==> src/rtl/period_meter.sv <==
// Measures clk cycles between successive rising edges of an asynchronous event line.
// Each completed interval is reported as a one-cycle valid with a saturating period.
//
//   state      | meaning
//   -----------+---------------------------------------------------------
//   IDLE       | disabled, counter cleared, nothing reported
//   WAIT_FIRST | armed, waiting for the reference rising edge
//   MEASURE    | counting; each edge closes one interval and opens the next
module period_meter #(
   parameter int BITS = 16
) (
   input  logic            clk,
   input  logic            reset,
   input  logic            enable,
   input  logic            event_in,
   output logic [BITS-1:0] period,
   output logic            valid,
   output logic            overflow,
   output logic            busy
);

   typedef enum logic [1:0] {
      IDLE       = 2'd0,
      WAIT_FIRST = 2'd1,
      MEASURE    = 2'd2
   } state_t;

   localparam logic [BITS-1:0] MAX = '1;

   state_t          state;
   logic            s1;
   logic            s2;
   logic            s3;
   logic            edge_det;
   logic [BITS-1:0] cnt;

   // Synchronizer and edge history keep running while disabled so that
   // re-arming never sees a stale level as a fresh edge.
   always_ff @(posedge clk) begin
      if (reset) begin
         s1 <= 1'b0;
         s2 <= 1'b0;
         s3 <= 1'b0;
      end else begin
         s1 <= event_in;
         s2 <= s1;
         s3 <= s2;
      end
   end

   assign edge_det = s2 & ~s3;

   always_ff @(posedge clk) begin
      if (reset) begin
         state    <= IDLE;
         cnt      <= '0;
         period   <= '0;
         valid    <= 1'b0;
         overflow <= 1'b0;
         busy     <= 1'b0;
      end else begin
         valid <= 1'b0;
         if (!enable) begin
            state <= IDLE;
            cnt   <= '0;
            busy  <= 1'b0;
         end else begin
            case (state)
               IDLE: begin
                  cnt   <= '0;
                  state <= WAIT_FIRST;
                  busy  <= 1'b0;
               end
               WAIT_FIRST: begin
                  if (edge_det) begin
                     cnt   <= '0;
                     state <= MEASURE;
                     busy  <= 1'b1;
                  end
               end
               MEASURE: begin
                  busy <= 1'b1;
                  if (edge_det) begin
                     // cnt holds N-1 here; MAX in cnt means N went past MAX
                     period   <= (cnt == MAX) ? MAX : cnt + 1'b1;
                     overflow <= (cnt == MAX);
                     valid    <= 1'b1;
                     cnt      <= '0;
                  end else if (cnt != MAX) begin
                     cnt <= cnt + 1'b1;
                  end
               end
               default: begin
                  state <= IDLE;
                  cnt   <= '0;
                  busy  <= 1'b0;
               end
            endcase
         end
      end
   end

endmodule

==> config.mk <==
export PLATFORM = sky130hd
export DESIGN_NAME = period_meter
export DESIGN_NICKNAME = d
export VERILOG_FILES = /design/src/rtl/period_meter.sv
export SDC_FILE = /design/constraint.sdc
export NUM_CORES = 1
export LEC_CHECK = 0
export BUFFER_PORTS_ARGS = -buffer_cell sky130_fd_sc_hd__buf_2
export CAP_MARGIN = 15
export CORE_MARGIN = 1
export CORE_UTILIZATION = 35
export CTS_CLUSTER_SIZE = 12
export DETAILED_ROUTE_END_ITERATION = 10
export GPL_TIMING_DRIVEN = 0
export RECOVER_POWER = 50
export SLEW_MARGIN = 0
export SYNTH_ARGS = -nofsm -noshare
export SYNTH_HDL_FRONTEND = slang
export SYNTH_SLANG_ARGS = --single-unit
==> constraint.sdc <==
create_clock -name clk -period 1.8 [get_ports clk]
set_input_delay 0.18 -clock clk [delete_from_list [all_inputs] [get_ports clk]]
set_output_delay 0.18 -clock clk [all_outputs]
set_load 0.02 [all_outputs]
==> results of run 1 <==
-- state kept, by name, indices dropped and copies added, names as in the netlist --
| signal | cells |
|---|---|
| period | 16 |
| state | 2 |
| s3 | 1 |
| cnt | 16 |
| valid | 1 |
| busy | 1 |
| overflow | 1 |
| s1 | 1 |
| s2 | 1 |
-- logic make-up after synthesis --
kind of cell / count (synthesis) / synth area share
DFF: 40 / 0.408
xor gates and xnor gates: 14 / 0.0624
AOI/OAI and AO/OA: 56 / 0.215
and+or+nand+nor: 91 / 0.246
adders and majority gates: 4 / 0.0255
muxes: 1 / 0.00510
buffers and inverters: 17 / 0.0388
-- area by class of cell --
type	count	area share
Multi-Input combinational cell	166	0.485
Tap cell	70	0.0351
Inverter	5	0.00851
Sequential cell	40	0.328
Clock inverter	2	0.00401
Timing Repair Buffer	39	0.0866
Buffer	9	0.0195
Clock buffer	6	0.0330
-- repair_timing --
| action | CTS | global route |
|---|---|---|
| pin swaps | 7 | 6 |
| gates resized for setup | 18 | 21 |
| hold endpoints to repair | 0 | 0 |
| setup endpoints to repair | 33 | 30 |
| hold buffers | 0 | 0 |
| setup buffers | 13 | 4 |
-- Yosys cell counts (all sizes together) (2+ instances only) --
cell	instances	area share
a211oi	16	0.087
a21oi	13	0.033
a31oi	4	0.013
a32o	2	0.010
and2	3	0.011
and3	6	0.019
buf	5	0.015
clkbuf	7	0.014
dfxtp	40	0.41
ha	4	0.025
inv	5	0.0096
nand2	11	0.021
nand2b	2	0.0064
nand3	18	0.054
nand4	2	0.0064
nor2	31	0.059
nor2b	5	0.016
nor3	6	0.018
nor4	2	0.017
o211ai	4	0.015
o21ai	10	0.025
o31ai	2	0.0076
or3	2	0.0064
xnor2	9	0.040
xor2	5	0.022
-- through the flow --
stage          hold WS (ns)   TNS, ns  worst slack [ns]  instance area [um^2]  utilization
6_report             0.0902         0            0.0412                  2500        0.474
5_1_grt               0.126  -0.00731          -0.00377                  2500        0.474
4_1_cts              0.0874   -0.0991           -0.0501                  2440        0.463
3_5_place_dp          0.402     -7.98            -0.348                  2180        0.413
3_3_place_gp          0.396     -8.03            -0.355                  2180        0.413
2_1_floorplan         0.252   -0.0182           -0.0182                  1980            -
-- per-layer routing --
metal	vias to the layer above	part of all wire
li1	886	-
met1	797	0.48
met2	28	0.46
met3	10	0.032
met4	0	0.021
met5	-	0
-- where the power goes --
| group | internal, W | leakage, nW | switching, W | total [W] |
|---|---|---|---|---|
| sequential | 0.000889 | 0.329 | 0.00000616 | 0.000895 |
| combinational | 0.0000420 | 0.448 | 0.0000714 | 0.000113 |
| clock | 0.000306 | 0.0510 | 0.000324 | 0.000630 |
-- critical path: stages, from the launching register on --
cell and delay, ns:
sky130_fd_sc_hd__dfxtp_4 0.38, sky130_fd_sc_hd__inv_2 0.06, sky130_fd_sc_hd__ha_4 0.17, sky130_fd_sc_hd__or3_4 0.43, sky130_fd_sc_hd__a211o_4 0.30, sky130_fd_sc_hd__or3_1 0.31
sky130_fd_sc_hd__nand3_1 0.07
-- cells in the final DEF, fill, tap and decap left out, types with 3 or more instances in the layout --
| cell | synthesis | layout |
|---|---|---|
| sky130_fd_sc_hd__nor2b_1 | 5 | 5 |
| sky130_fd_sc_hd__clkbuf_8 | 0 | 6 |
| sky130_fd_sc_hd__xor2_1 | 5 | 5 |
| sky130_fd_sc_hd__nand2_1 | 11 | 11 |
| sky130_fd_sc_hd__o211ai_1 | 4 | 4 |
| sky130_fd_sc_hd__o21ai_0 | 9 | 9 |
| sky130_fd_sc_hd__ha_4 | 0 | 3 |
| sky130_fd_sc_hd__and3_1 | 6 | 6 |
| sky130_fd_sc_hd__a31oi_1 | 4 | 4 |
| sky130_fd_sc_hd__xnor2_1 | 9 | 9 |
| sky130_fd_sc_hd__buf_2 | 3 | 3 |
| sky130_fd_sc_hd__a21oi_1 | 13 | 12 |
| sky130_fd_sc_hd__nor2_1 | 31 | 29 |
| sky130_fd_sc_hd__a211oi_1 | 6 | 5 |
| sky130_fd_sc_hd__nor3_1 | 5 | 5 |
| sky130_fd_sc_hd__dfxtp_1 | 40 | 30 |
| sky130_fd_sc_hd__clkbuf_1 | 6 | 24 |
| sky130_fd_sc_hd__a211oi_2 | 10 | 11 |
| sky130_fd_sc_hd__dfxtp_4 | 0 | 3 |
| sky130_fd_sc_hd__buf_4 | 0 | 17 |
| sky130_fd_sc_hd__dfxtp_2 | 0 | 7 |
| sky130_fd_sc_hd__nand3_1 | 15 | 14 |
-- worst max path at each step --
stage	startpoint	endpoint	slack, ns	cells past startpoint
floorplan	state[1]$_SDFFE_PP0P_	cnt[14]$_SDFFE_PP0P_	-0.02	7
global route	cnt[3]$_SDFFE_PP0P_	cnt[9]$_SDFFE_PP0P_	-0.004	6
CTS	state[0]$_SDFFE_PP0P_	cnt[14]$_SDFFE_PP0P_	-0.05	8
global placement	cnt[0]$_SDFFE_PP0P_	period[3]$_SDFFE_PP0P_	-0.35	7
detailed placement	cnt[0]$_SDFFE_PP0P_	period[9]$_SDFFE_PP0P_	-0.35	7
finish	state[1]$_SDFFE_PP0P_	cnt[14]$_SDFFE_PP0P_	0.04	6
==> metrics.log, run 1 <==
[metrics] result of the run: complete, no violations
[metrics] number of synthesis warnings: 0
[metrics] maximum number of pins on one net before global-route repair: 13
[metrics] kind of critical path: reg -> reg
[metrics] mean instance size in the synthesized netlist: 8.81 um^2
[metrics] die width: 76.9 um
[metrics] area of the core region: 5270 um^2
[metrics] number of synthesized flops with an enable pin: 0
[metrics] share of cells above drive strength 1: 0.285
[metrics] via count of the first global-routing pass: 1659
[metrics] final-report setup violation count: 0
[metrics] Power per Cell Area: 656 nW/um^2
[metrics] average vias per placed instance: 5.11
[metrics] total standard cell area after synthesis: 1960 um^2
[metrics] origin of the critical flop-to-flop path: state[1]$_SDFFE_PP0P_
[metrics] TritonCTS buffer count: 5
[metrics] Layout Cells excl Fill: 337
[metrics] final critical-path share of the clock period: 0.977
[metrics] instance count along the most critical hold path: 2
[metrics] final-report hold violation count: 0
[metrics] initial antenna violation count: 0
[metrics] sum of overflow across all layers after global routing: 0
[metrics] post-detailed-route wirelength per cell: 14.3 um
[metrics] H-tree Lvls: 2
[metrics] post-route antenna net violation count: 0
[metrics] total length of routed wires: 4820 um
[metrics] post-CTS clock slew at the launch and capture registers of the worst setup and hold paths: 0.08 ns
[metrics] total leakage power: 0.828 nW
[metrics] worst r2r dst: cnt[14]$_SDFFE_PP0P_
[metrics] number of standard cells after synthesis: 223
[metrics] number of design rule violations left after detail routing: 0
[metrics] worst-margin pin slew: 0.725 ns
[metrics] overall die height: 76.9 um
[metrics] Max-Cap Viols: 0
[metrics] multi-input combinational cell area: 1210 um^2
[metrics] clock root buffer: sky130_fd_sc_hd__clkbuf_8
[metrics] First-pass DRT Iterations: 4
[metrics] number of input and output port buffers inserted: 22
[metrics] required time of the worst setup path: 2.04 ns
[metrics] clock latency on the worst-skew pair: 0.30 ns
[metrics] global-route wire length before repair: 8130 um
[metrics] IO Count: 23
[metrics] M2 GR Usage: 0.285
[metrics] DP HPWL: 3170 um
[metrics] r2r worst-path depth: 6
[metrics] clock tree from TritonCTS: done
[metrics] slew margin rel.: 0.517
[metrics] count of vias placed by the detailed router: 1721
[metrics] share of synthesized registers carrying an async set or reset: 0
[metrics] total routing resource utilization after global routing: 0.175
[metrics] number of sinks handled by clock tree synthesis: 40
[metrics] Max rail drop VDD: 0.000255 V
[metrics] number of buffers on the longest clock path: 2
[metrics] layer with the highest usage: met2
[metrics] met1 usage: 0.223
[metrics] min cycle time layout: 1.76 ns
[metrics] setup skew after layout: 0.00677 ns
[metrics] total power draw: 0.00164 W
[metrics] worst hold path endpoint: s1$_SDFF_PP0_
[metrics] GRT met3 Usage: 0.0405
[metrics] Worst Path Arrival: 2.00 ns
[metrics] startpoint kind of the worst setup timing path: register
[metrics] predominant post-synthesis flop cell: sky130_fd_sc_hd__dfxtp_1
[metrics] flop2flop setup slack: 0.04 ns
[metrics] relative area change from synthesis to final layout: 27.2%
[metrics] setup repair after global routing missed its margin: true
[metrics] fin nets: 274
[metrics] Fill cells: 550
[metrics] Initial Util: 0.373
[metrics] Cell variety after synth: 44
[metrics] number of standard-cell rows in the floorplan: 26
[metrics] area of all sequential standard cells: 821 um^2
[metrics] maximum fanout encountered on the critical timing path: 5
[metrics] startpoint of the tightest hold check path: event_in
[metrics] number of max-slew violations in the final report: 0
[metrics] diodes inserted: 0
[metrics] Routability Congestion: 0.858
[metrics] initial detailed-routing violation count: 120
[metrics] cell count after placement: 315
[metrics] Post-Synthesis Net Count: 231
[metrics] achievable frequency: 0.569 GHz
[metrics] sequential-to-total area share from yosys stat: 0.408
[metrics] Hold Crit Class: in -> reg
[metrics] crit end category: register
[metrics] number of register bits inferred by synthesis: 40
[metrics] die area: 5920 um^2
Power figures use the tool's default switching activity.
==> inputs of run 2 (changes only) <==
Settings changed: CORE_ASPECT_RATIO set to 1.5.
==> run 2 against run 1 <==
Sequential power hardly changed. Flip-flop and latch count did not move. Worst setup slack worse by 0.0023 ns. Critical path depth increased by 2. Cell count rose by 0.30%. Clock-buffer cell count unchanged. First-iteration DRC count fell by 48%. Final area is 1.3% higher. Wire length increased by 3.0%. Sequential share of layout area shrank 0.41 points. Highest routed layer unchanged.
==> metrics.log, run 2 (same netlist as run 1, synthesis figures left out) <==
[metrics] worst hold path endpoint: s1$_SDFF_PP0_
[metrics] share of cells above drive strength 1: 0.284 (-0.00106)
[metrics] die width: 63.2 um (-18%)
[metrics] worst r2r dst: period[6]$_SDFFE_PP0P_
[metrics] die area: 5920 um^2 (+0.11%)
[metrics] fin nets: 276 (+0.73%)
[metrics] final-report hold violation count: 0 (unchanged)
[metrics] number of input and output port buffers inserted: 22 (unchanged)
[metrics] Final Core Density: 0.464 (-0.00993)
[metrics] Worst Path Arrival: 1.91 ns (-0.09 ns)
[metrics] maximum fanout encountered on the critical timing path: 6 (+1)
[metrics] initial antenna violation count: 0 (unchanged)
[metrics] setup skew after layout: 0.00839 ns (+0.00162 ns)
[metrics] total routing resource utilization after global routing: 0.178 (+0.00278)
[metrics] kind of critical path: reg -> reg
[metrics] final critical-path share of the clock period: 0.978 (+0.00127)
[metrics] total power draw: 0.00158 W (-3.7%)
[metrics] number of design rule violations left after detail routing: 0 (unchanged)
[metrics] most frequent cells in the layout: sky130_fd_sc_hd__dfxtp_1, sky130_fd_sc_hd__nor2_1, sky130_fd_sc_hd__clkbuf_1
[metrics] flop2flop setup slack: 0.04 ns (about the same)
[metrics] clock tree from TritonCTS: done
[metrics] min cycle time layout: 1.76 ns (+0.00228 ns)
[metrics] IO Count: 23 (unchanged)
[metrics] clock latency on the worst-skew pair: 0.29 ns (about the same)
[metrics] origin of the critical flop-to-flop path: cnt[0]$_SDFFE_PP0P_
[metrics] Initial Util: 0.360 (-0.0123)
[metrics] relative area change from synthesis to final layout: 28.8%
[metrics] global-route wire length before repair: 8250 um (+1.4%)
[metrics] most common library cell in the layout ignoring fill and taps: sky130_fd_sc_hd__dfxtp_1
[metrics] Power per Cell Area: 624 nW/um^2 (-4.9%)
[metrics] Max-Cap Viols: 0 (unchanged)
[metrics] worst-margin pin slew: 0.684 ns (-0.0412 ns)
[metrics] diodes inserted: 0 (unchanged)
[metrics] startpoint kind of the worst setup timing path: register
[metrics] Hold Crit Class: in -> reg
[metrics] cell count after placement: 315 (unchanged)
[metrics] initial detailed-routing violation count: 62 (-48%)
[metrics] Routability Congestion: 0.853 (-0.51%)
[metrics] result of the run: complete, no violations
[metrics] largest registers ranked by flip-flop count: cnt x16, period x16, state x2
[metrics] via count of the first global-routing pass: 1683 (+1.4%)
[metrics] required time of the worst setup path: 1.95 ns (-0.09 ns)
[metrics] First-pass DRT Iterations: 4 (unchanged)
[metrics] multi-input combinational cell area: 1230 um^2 (+1.4%)
[metrics] setup repair after global routing missed its margin: true
[metrics] TritonCTS buffer count: 5 (unchanged)
[metrics] total length of routed wires: 4960 um (+3.0%)
[metrics] overall die height: 93.8 um (+22%)
[metrics] average vias per placed instance: 5.32 (+4.1%)
[metrics] clock root buffer: sky130_fd_sc_hd__clkbuf_8
[metrics] achievable frequency: 0.568 GHz (-0.13%)
[metrics] crit end category: register
[metrics] sum of overflow across all layers after global routing: 0 (unchanged)
[metrics] Layout Cells excl Fill: 338 (+0.30%)
[metrics] number of sinks handled by clock tree synthesis: 40 (unchanged)
[metrics] final-report setup violation count: 0 (unchanged)
[metrics] total negative slack: 0 ns (unchanged)
[metrics] Max rail drop VDD: 0.000245 V (-3.7%)
[metrics] H-tree Lvls: 2 (unchanged)
[metrics] number of max-slew violations in the final report: 0 (unchanged)
[metrics] instance count along the most critical hold path: 2 (unchanged)
[metrics] count of vias placed by the detailed router: 1797 (+4.4%)
[metrics] post-route antenna net violation count: 0 (unchanged)
[metrics] startpoint of the tightest hold check path: event_in
[metrics] post-detailed-route wirelength per cell: 14.7 um (+2.7%)
[metrics] area of all sequential standard cells: 821 um^2 (unchanged)
[metrics] area of the core region: 5450 um^2 (+3.4%)
[metrics] total leakage power: 0.831 nW (+0.39%)
[metrics] number of buffers on the longest clock path: 2 (unchanged)
[metrics] maximum number of pins on one net before global-route repair: 12 (-1)
[metrics] post-CTS clock slew at the launch and capture registers of the worst setup and hold paths: 0.07 ns (about the same)
[metrics] slew margin rel.: 0.544 (+0.0274)
[metrics] DP HPWL: 3470 um (+9.3%)
[metrics] number of standard-cell rows in the floorplan: 33 (+27%)
[metrics] Fill cells: 572 (+4.0%)
[metrics] r2r worst-path depth: 8 (+2)
run 2: power breakdown:
part	internal, W	switching (W)	total, W	leakage (nW)
Clock	0.000264	0.000302	0.000566	0.0410
Sequential	0.000889	0.00000621	0.000895	0.329
Combinational	0.0000446	0.0000725	0.000117	0.462
run 2: how the worst max path moves through the flow:
stage,start,end,slack (ns),cells past startpoint
after floorplan,state[1]$_SDFFE_PP0P_,cnt[14]$_SDFFE_PP0P_,-0.02,7
after detailed placement,cnt[0]$_SDFFE_PP0P_,period[8]$_SDFFE_PP0P_,-0.38,7
after global routing,cnt[0]$_SDFFE_PP0P_,period[6]$_SDFFE_PP0P_,-0.04,8
after global placement,cnt[0]$_SDFFE_PP0P_,period[15]$_SDFFE_PP0P_,-0.33,7
after CTS,state[0]$_SDFFE_PP0P_,cnt[14]$_SDFFE_PP0P_,-0.05,8
final,cnt[0]$_SDFFE_PP0P_,period[6]$_SDFFE_PP0P_,0.04,8
run 2: critical path, cell delays in order (launching register included):
cell	delay, ns
sky130_fd_sc_hd__dfxtp_4	0.38
sky130_fd_sc_hd__ha_4	0.18
sky130_fd_sc_hd__nand3_4	0.11
sky130_fd_sc_hd__nor4_4	0.04
sky130_fd_sc_hd__buf_4	0.14
sky130_fd_sc_hd__and2_4	0.16
sky130_fd_sc_hd__nor3_4	0.35
sky130_fd_sc_hd__buf_6	0.19
sky130_fd_sc_hd__a211oi_2	0.06
run 2: timing repair:
action	4_1_cts	5_1_grt
buffers inserted	10	8
pin swaps	6	9
resized for setup	18	25
gates cloned	0	1
endpoints found under the setup margin	33	26
hold buffers	0	0
endpoints found under the hold margin	0	0
run 2: layer usage:
| layer | track usage | share of wire | up-vias |
|---|---|---|---|
| met2 | 0.327 | 0.56 | 44 |
| met4 | 0.0871 | 0.022 | 0 |
| met3 | 0.0231 | 0.035 | 9 |
| met1 | 0.199 | 0.38 | 858 |
| li1 | - | - | 886 |
| met5 | 0 | 0 | - |
run 2: through the flow:
| step | hold WS, ns | setup slack (ns) | instance area (um^2) |
|---|---|---|---|
| after floorplan | 0.252 | -0.0182 | 1980 |
| after global placement | 0.390 | -0.327 | 2180 |
| after detailed placement | 0.407 | -0.377 | 2180 |
| after CTS | 0.0891 | -0.0460 | 2400 |
| after global routing | 0.0982 | -0.0353 | 2530 |
| final | 0.0986 | 0.0390 | 2530 |
run 2: cell type report:
type / instances / share of cell area
Buffer: 9 / 0.0193
Clock buffer: 6 / 0.0287
Clock inverter: 1 / 0.00198
Inverter: 5 / 0.00841
Multi-Input combinational cell: 166 / 0.486
Sequential cell: 40 / 0.324
Tap cell: 70 / 0.0346
Timing Repair Buffer: 41 / 0.0969
